<file path="src/rtl/mips_ctrl_pkg.sv">
// rtl/mips_ctrl_pkg.sv - shared state, opcode, funct and ALU encodings for the multicycle MIPS control
package mips_ctrl_pkg;

    typedef enum logic [3:0] {
        FETCH   = 4'd0,
        DECODE  = 4'd1,
        MEMADR  = 4'd2,
        MEMRD   = 4'd3,
        MEMWB   = 4'd4,
        MEMWR   = 4'd5,
        RTYPEEX = 4'd6,
        RTYPEWB = 4'd7,
        BEQEX   = 4'd8,
        ADDIEX  = 4'd9,
        ADDIWB  = 4'd10,
        JEX     = 4'd11
    } state_t;

    localparam logic [5:0] OP_RTYPE = 6'b000000;
    localparam logic [5:0] OP_LW    = 6'b100011;
    localparam logic [5:0] OP_SW    = 6'b101011;
    localparam logic [5:0] OP_BEQ   = 6'b000100;
    localparam logic [5:0] OP_ADDI  = 6'b001000;
    localparam logic [5:0] OP_J     = 6'b000010;

    localparam logic [5:0] FN_ADD = 6'b100000;
    localparam logic [5:0] FN_SUB = 6'b100010;
    localparam logic [5:0] FN_AND = 6'b100100;
    localparam logic [5:0] FN_OR  = 6'b100101;
    localparam logic [5:0] FN_SLT = 6'b101010;

    localparam logic [1:0] ALUOP_ADD   = 2'b00;
    localparam logic [1:0] ALUOP_SUB   = 2'b01;
    localparam logic [1:0] ALUOP_FUNCT = 2'b10;

    localparam logic [2:0] ALU_ADD = 3'b010;
    localparam logic [2:0] ALU_SUB = 3'b110;
    localparam logic [2:0] ALU_AND = 3'b000;
    localparam logic [2:0] ALU_OR  = 3'b001;
    localparam logic [2:0] ALU_SLT = 3'b111;

endpackage

</file>
<file path="src/rtl/mips_alu_decoder.sv">
// rtl/mips_alu_decoder.sv - maps alu_op and funct to the ALU control code
module mips_alu_decoder
    import mips_ctrl_pkg::*;
(
    input  logic [1:0] alu_op,
    input  logic [5:0] funct,
    output logic [2:0] alu_control,
    output logic       funct_ok
);

    logic [2:0] funct_ctrl;

    // funct_ok ignores alu_op so DECODE can vet an R-type before RTYPEEX.
    always_comb begin
        funct_ctrl = ALU_ADD;
        funct_ok   = 1'b1;
        case (funct)
            FN_ADD:  funct_ctrl = ALU_ADD;
            FN_SUB:  funct_ctrl = ALU_SUB;
            FN_AND:  funct_ctrl = ALU_AND;
            FN_OR:   funct_ctrl = ALU_OR;
            FN_SLT:  funct_ctrl = ALU_SLT;
            default: funct_ok   = 1'b0;
        endcase
    end

    always_comb begin
        alu_control = ALU_ADD;
        case (alu_op)
            ALUOP_SUB:   alu_control = ALU_SUB;
            ALUOP_FUNCT: alu_control = funct_ctrl;
            default:     alu_control = ALU_ADD;
        endcase
    end

endmodule

</file>
<file path="src/rtl/mips_multicycle_control.sv">
// rtl/mips_multicycle_control.sv - Moore FSM sequencing the shared multicycle MIPS datapath
module mips_multicycle_control
    import mips_ctrl_pkg::*;
(
    input  logic       clk,
    input  logic       rst,
    input  logic [5:0] op,
    input  logic [5:0] funct,
    input  logic       zero,
    output logic       pc_en,
    output logic       iord,
    output logic       mem_write,
    output logic       ir_write,
    output logic       reg_dst,
    output logic       mem_to_reg,
    output logic       reg_write,
    output logic       alu_src_a,
    output logic [1:0] alu_src_b,
    output logic [1:0] pc_src,
    output logic [2:0] alu_control,
    output logic       illegal_op
);

    state_t     state_q, state_d;
    state_t     out_state;
    logic [1:0] alu_op;
    logic       pc_write, branch;
    logic       ir_write_s, mem_write_s, reg_write_s;
    logic       funct_ok;
    logic       decode_bad;

    mips_alu_decoder u_alu_dec (
        .alu_op      (alu_op),
        .funct       (funct),
        .alu_control (alu_control),
        .funct_ok    (funct_ok)
    );

    always_ff @(posedge clk) begin
        if (rst) state_q <= FETCH;
        else     state_q <= state_d;
    end

    always_comb begin
        decode_bad = 1'b0;
        case (op)
            OP_LW, OP_SW, OP_BEQ, OP_ADDI, OP_J: decode_bad = 1'b0;
            OP_RTYPE: decode_bad = !funct_ok;
            default:  decode_bad = 1'b1;
        endcase
    end

    always_comb begin
        state_d = FETCH;
        case (state_q)
            FETCH:  state_d = DECODE;
            DECODE: begin
                case (op)
                    OP_LW, OP_SW: state_d = MEMADR;
                    OP_RTYPE:     state_d = funct_ok ? RTYPEEX : FETCH;
                    OP_BEQ:       state_d = BEQEX;
                    OP_ADDI:      state_d = ADDIEX;
                    OP_J:         state_d = JEX;
                    default:      state_d = FETCH;
                endcase
            end
            MEMADR:  state_d = (op == OP_SW) ? MEMWR : MEMRD;
            MEMRD:   state_d = MEMWB;
            RTYPEEX: state_d = RTYPEWB;
            ADDIEX:  state_d = ADDIWB;
            default: state_d = FETCH;
        endcase
    end

    // Under reset the selects show FETCH values; enables are masked below.
    assign out_state = rst ? FETCH : state_q;

    always_comb begin
        iord        = 1'b0;
        mem_write_s = 1'b0;
        ir_write_s  = 1'b0;
        reg_dst     = 1'b0;
        mem_to_reg  = 1'b0;
        reg_write_s = 1'b0;
        alu_src_a   = 1'b0;
        alu_src_b   = 2'b00;
        pc_src      = 2'b00;
        alu_op      = ALUOP_ADD;
        pc_write    = 1'b0;
        branch      = 1'b0;
        case (out_state)
            FETCH: begin
                alu_src_b  = 2'b01;
                ir_write_s = 1'b1;
                pc_write   = 1'b1;
            end
            DECODE:  alu_src_b = 2'b11;
            MEMADR: begin
                alu_src_a = 1'b1;
                alu_src_b = 2'b10;
            end
            MEMRD:   iord = 1'b1;
            MEMWB: begin
                mem_to_reg  = 1'b1;
                reg_write_s = 1'b1;
            end
            MEMWR: begin
                iord        = 1'b1;
                mem_write_s = 1'b1;
            end
            RTYPEEX: begin
                alu_src_a = 1'b1;
                alu_op    = ALUOP_FUNCT;
            end
            RTYPEWB: begin
                reg_dst     = 1'b1;
                reg_write_s = 1'b1;
            end
            BEQEX: begin
                alu_src_a = 1'b1;
                alu_op    = ALUOP_SUB;
                pc_src    = 2'b01;
                branch    = 1'b1;
            end
            ADDIEX: begin
                alu_src_a = 1'b1;
                alu_src_b = 2'b10;
            end
            ADDIWB:  reg_write_s = 1'b1;
            JEX: begin
                pc_src   = 2'b10;
                pc_write = 1'b1;
            end
            default: ;
        endcase
    end

    assign ir_write   = ir_write_s  & ~rst;
    assign mem_write  = mem_write_s & ~rst;
    assign reg_write  = reg_write_s & ~rst;
    assign pc_en      = (pc_write | (branch & zero)) & ~rst;
    assign illegal_op = (state_q == DECODE) & decode_bad & ~rst;

endmodule
</file>
<file path="config.mk">
export PLATFORM = sky130hd
export DESIGN_NAME = mips_multicycle_control
export DESIGN_NICKNAME = d
export VERILOG_FILES = /design/src/rtl/mips_ctrl_pkg.sv /design/src/rtl/mips_alu_decoder.sv /design/src/rtl/mips_multicycle_control.sv
export SDC_FILE = /design/constraint.sdc
export NUM_CORES = 1
export LEC_CHECK = 0
export CAP_MARGIN = 10
export CORE_UTILIZATION = 35
export CTS_CLUSTER_SIZE = 14
export DETAILED_ROUTE_END_ITERATION = 8
export PLACE_DENSITY = 0.84
export SKIP_CTS_REPAIR_TIMING = 1
export SLEW_MARGIN = 10
export SYNTH_ARGS = -nofsm -noshare
export SYNTH_HDL_FRONTEND = slang
export SYNTH_SLANG_ARGS = --single-unit
</file>
<file path="constraint.sdc">
create_clock -name clk -period 1.88 [get_ports clk]
set_input_delay 0.376 -clock clk [delete_from_list [all_inputs] [get_ports clk]]
set_output_delay 0.376 -clock clk [all_outputs]
set_load 0.02 [all_outputs]
</file>
==> Word-level counts from Yosys, hierarchy flattened <==
Index checks and enable logic that the tools add are counted.
{ "totals": {"out_inout_bits": 16, "in_bits": 15, "reg_bits": 4, "wordCells": 71} }
{ "op_classes": {"muxes": 21, "n_reduce_logical": 12, "bitwise_logic": 9, "n_eq_ne": 28} }
{ "op_table": {"columns": ["op", "count"], "rows": [
  ["== test 6 bit (second input constant)", 7],
  ["one-hot mux 4 bit (6 select lines)", 1],
  ["== test 4 x 3 -> 1 bit (second input constant)", 5],
  ["== test 4 bit (second input constant)", 5],
  ["one-hot mux 4 bit (5 select lines)", 1],
  ["== test 4 x 2 -> 1 bit (second input constant)", 4],
  ["one-hot mux 3 bit (4 select lines)", 1],
  ["2-to-1 mux 1 bit", 10],
  ["OR reduction 5 bit", 2],
  ["== test 4 x 1 -> 1 bit (second input constant)", 2],
  ["logical NOT 4 bit", 2],
  ["one-hot mux 2 bit (2 select lines)", 2],
  ["OR reduction 2 bit", 4],
  ["bitwise AND 1 bit", 7],
  ["== test 6 x 2 -> 1 bit (second input constant)", 1],
  ["== test 6 x 3 -> 1 bit (second input constant)", 1],
  ["== test 6 x 4 -> 1 bit (second input constant)", 1],
  ["logical NOT 6 bit", 1],
  ["2-to-1 mux 3 bit", 2],
  ["one-hot mux 2 bit (3 select lines)", 1],
  ["one-hot mux 3 bit (2 select lines)", 1],
  ["2-to-1 mux 4 bit", 1],
  ["OR reduction 4 bit", 1],
  ["OR reduction 3 bit", 1],
  ["other kinds (6)", 6]
]} }

==> Depth between registers and ports, before layout <==
{ "logic_depth": {"word_depth": 7, "ltp_mapped": 8, "ltp_nobuf": 7} }

==> Modules after synthesis <==
A second synthesis with hierarchy kept.
{ "unflattened": {"hier_cells": 88, "area_unflattened_um2": 671.9} }
{ "by_module_without_submodules": {"columns": ["mod", "area_each_um2", "cells_each", "n_inst", "seq_area_each_um2"], "rows": [
  ["mips_multicycle_control", 504.2, 70, 1, 80.1],
  ["mips_alu_decoder", 167.7, 18, 1, 0.0]
]} }

==> Worst setup path after synthesis <==
Ideal clock, no wire load.
{ "synth_path": {"path_kind": "register to output", "from": "reg state_q[2]", "to": "out alu_control[0]", "path_stages_with_launch": 7, "required_ns": 1.504, "slack_ns": -0.858, "n_path_buf": 0, "t_arrival_ns": 2.362, "cell_sequence": "dfxtp_1 -> nand2b_1 -> or2_2 -> nor3_1 -> inv_1 -> ha_1 -> nor3_1"} }
{ "synth_via": {"elab_chain_cells": 5, "word_cells_on_any_way": 7, "cone_classes": "eq/ne (4); mux (3)"} }
{ "synth_rtl": {"columns": ["item", "line", "source"], "rows": [
  ["from (decl)", "mips_multicycle_control.sv:24", "state_t state_q, state_d;"],
  ["from (signal assigned)", "mips_multicycle_control.sv:41", "else state_q <= state_d;"],
  ["2-to-1 mux 4 bit (*)", "mips_multicycle_control.sv:76", "assign out_state = rst ? FETCH : state_q;"],
  ["== test 4 bit / == test 4 x 3 -> 1 bit (equally long branches)", "mips_multicycle_control.sv:91", "case (out_state)"],
  ["one-hot mux 2 bit (2 select lines) (*)", "mips_multicycle_control.sv:91", null],
  ["== test 2 bit / == test 2 x 1 -> 1 bit (equally long branches)", "mips_alu_decoder.sv:29", "case (alu_op)"],
  ["one-hot mux 3 bit (2 select lines) (*)", "mips_alu_decoder.sv:29", null],
  ["to (decl)", "mips_multicycle_control.sv:20", "output logic [2:0] alu_control,"]
]} }
Mark *: on every way between the ends. The rest lies on a longest branch, timed or not.

==> Worst setup path in the final report <==
{ "layout_path": {"from": "reg state_q[2]", "to": "out alu_control[1]"} }
Same word-level chain as after synthesis.

==> flow_summary.ini <==
[clocking]
htree_levels = 1
insertion_delay_ps = 250
cts_root_buf = clkbuf_4
cts_tree = yes
clockBufferDepth = 2
numCtsBuffers = 3
clock-sinks = 4
path_clk_slew_ps = 40

[routing]
vias_per_cell = 5.96
drtPass1Iterations = 6
wl_um = 2890
drc = 5
drtAntennaViolNets = 0
wire_per_inst_um = 17.8
first_iter_violations = 39
vias = 966

[sta]
worst_slack_ps = -302
slew_headroom_pct = 78.5
finClkSkew_ps = 8.04
hold_viol = 0
finalSetupViolations = 6
whs_ps = 646
period_share_pct = 116
tightest_slew_ps = 319
max_freq_mhz = 458
rsz0062_at_grt = true
timing.final.max_slew_violations = 0
layout_min_cycle_time_ps = 2180

[yosys]
syn_inst = 89
ys.flop_type = dfxtp_1
async_flop_share_pct = 0
netlist_area_um2 = 619
synth_edf_count = 0
synth.distinct_cells = 42
yosys_warnings = 0
synth-seq-area-share_pct = 12.9
ys_ff_latch = 4
synth.avg_cell_area_um2 = 6.96
synth_fp_nets = 106

[critical_path]
crit_required_ps = 1500
arrival_ps = 1810
critPathKind = reg2out
r2r_cells = 6
end_kind = output port
critPathMaxFanout = 3
start_kind = flip-flop
timing.rr.start = state_q[1]$_SDFF_PP0_
rrSetupSlack_ps = 490
worstReg2RegEnd = state_q[1]$_SDFF_PP0_

[placed_design]
postPlaceCellArea_um2 = 1170
gp_congestion = 0.854
hpwl_um = 1840
pre_cts_ws_ps = -907
numPortBuffers = 30

[run]
maxCapViolations = 0

[floorplan]
die-area_um2 = 1940
io_pins = 31
die_w_um = 44.1
core_area_um2 = 1580
die_h_um = 44.1
start_util_pct = 39.3
rows = 14

[cells_and_area]
multi_input_area_um2 = 639
fillerInstances = 82
syn_to_final_growth_pct = 116
drive_gt1_share_pct = 50.7
fin_nets = 165
final_cell_mix = buf_4 (30), dlymetal6s2s_1 (17), nor2_1 (5), buf_6 (5)
reg_top3 = state_q x4
register_area_um2 = 86.3
design_area_um2 = 1340
final_common_cell = buf_4
antenna_cells = 0
largest_register_ffs = 4
top_register = state_q

[grt]
grt-ovfl-total = 0
grt_max_degree = 13
first_global_vias = 885
antenna_found_initial = 0
grt_util_all_layers_pct = 25.1
grt_pass1_wl_um = 3730

[run_status]
violations = DRC, setup timing
outcome = finished, violations left

[power]
vdd_drop_max_mv = 0.334
p_leak_nw = 0.747
powerDensity_nw_per_um2 = 284
total_power_uw = 380

[worst_hold_path]
hp-class = in2reg
hold_depth = 4
hold_end = state_q[2]$_SDFF_PP0_
worstHoldStart = op[1]
-- stage by stage --
step | utilization, % | setup TNS (ps) | std cells
finish | 84.9 | -941 | 162
global route | 84.9 | -1390 | 162
CTS | 75.6 | -8610 | 159
detailed placement | 74.2 | -8530 | 156
global placement | 74.2 | -7860 | 156
floorplan | - | -313 | 89
-- cell families (layout without fill, tap and decap cells) --
kind of cell | after synthesis | count (layout) | synth area share [%]
compound gates | 23 | 23 | 26.9
simple gates | 47 | 47 | 43.0
buf+inv | 9 | 66 | 7.27
fa+ha+maj | 3 | 3 | 5.66
xor+xnor | 3 | 3 | 4.24
flops | 4 | 4 | 12.9
-- Yosys cell counts (3+ instances only) --
library cell  instances  area [µm²]
nand2b_1              5        31.3
nor3_1                7        35.0
nor2_1                8        30.0
nor2b_1               4        25.0
dfxtp_1               4        80.1
inv_1                 3        11.3
or2_2                 4        25.0
buf_2                 3        15.0
nand2_1               4        15.0
a21oi_1               4        20.0
-- power by group --
group          internal [mW]  switching [mW]  leakage (nW)  total (mW)
combinational         0.0935          0.0846         0.698       0.178
clock                 0.0718          0.0416        0.0138       0.113
sequential            0.0863         0.00216        0.0344      0.0885
-- worst max-delay path: stages, from the launching register on --
cell	delay (ps)
dfxtp_2	310
nand2b_4	130
or2_4	250
nor3_4	170
inv_2	70
ha_4	240
a211o_4	260
buf_6	130
-- worst max path at each step --
stage                     slack, ps        endpoint  cells past startpoint             startpoint
after detailed placement       -910  alu_control[1]                      8                    rst
after global placement         -870  alu_control[1]                      8                    rst
final                          -300  alu_control[1]                      7  state_q[2]$_SDFF_PP0_
after CTS                      -920  alu_control[1]                      8                    rst
after global routing           -340  alu_control[1]                      7  state_q[3]$_SDFF_PP0_
after floorplan                -130  alu_control[1]                      6  state_q[2]$_SDFF_PP0_
-- metal layers --
metal / global-route usage (%) / up-vias / wire [µm]
met5: 0 / - / 0
met4: 9.09 / 0 / 93
met3: 4.08 / 15 / 196
met2: 46.2 / 49 / 1490
li1: - / 444 / -
met1: 28.7 / 458 / 1110
-- final cells by class --
| type | count | share of cell area (%) |
|---|---|---|
| multi-input combinational | 76 | 47.8 |
| inverter | 3 | 0.841 |
| clock buffer | 3 | 1.68 |
| tap | 16 | 1.50 |
| timing repair buffer | 60 | 41.8 |
| sequential | 4 | 6.45 |
Note: power is estimated with default switching activity, not from simulation.
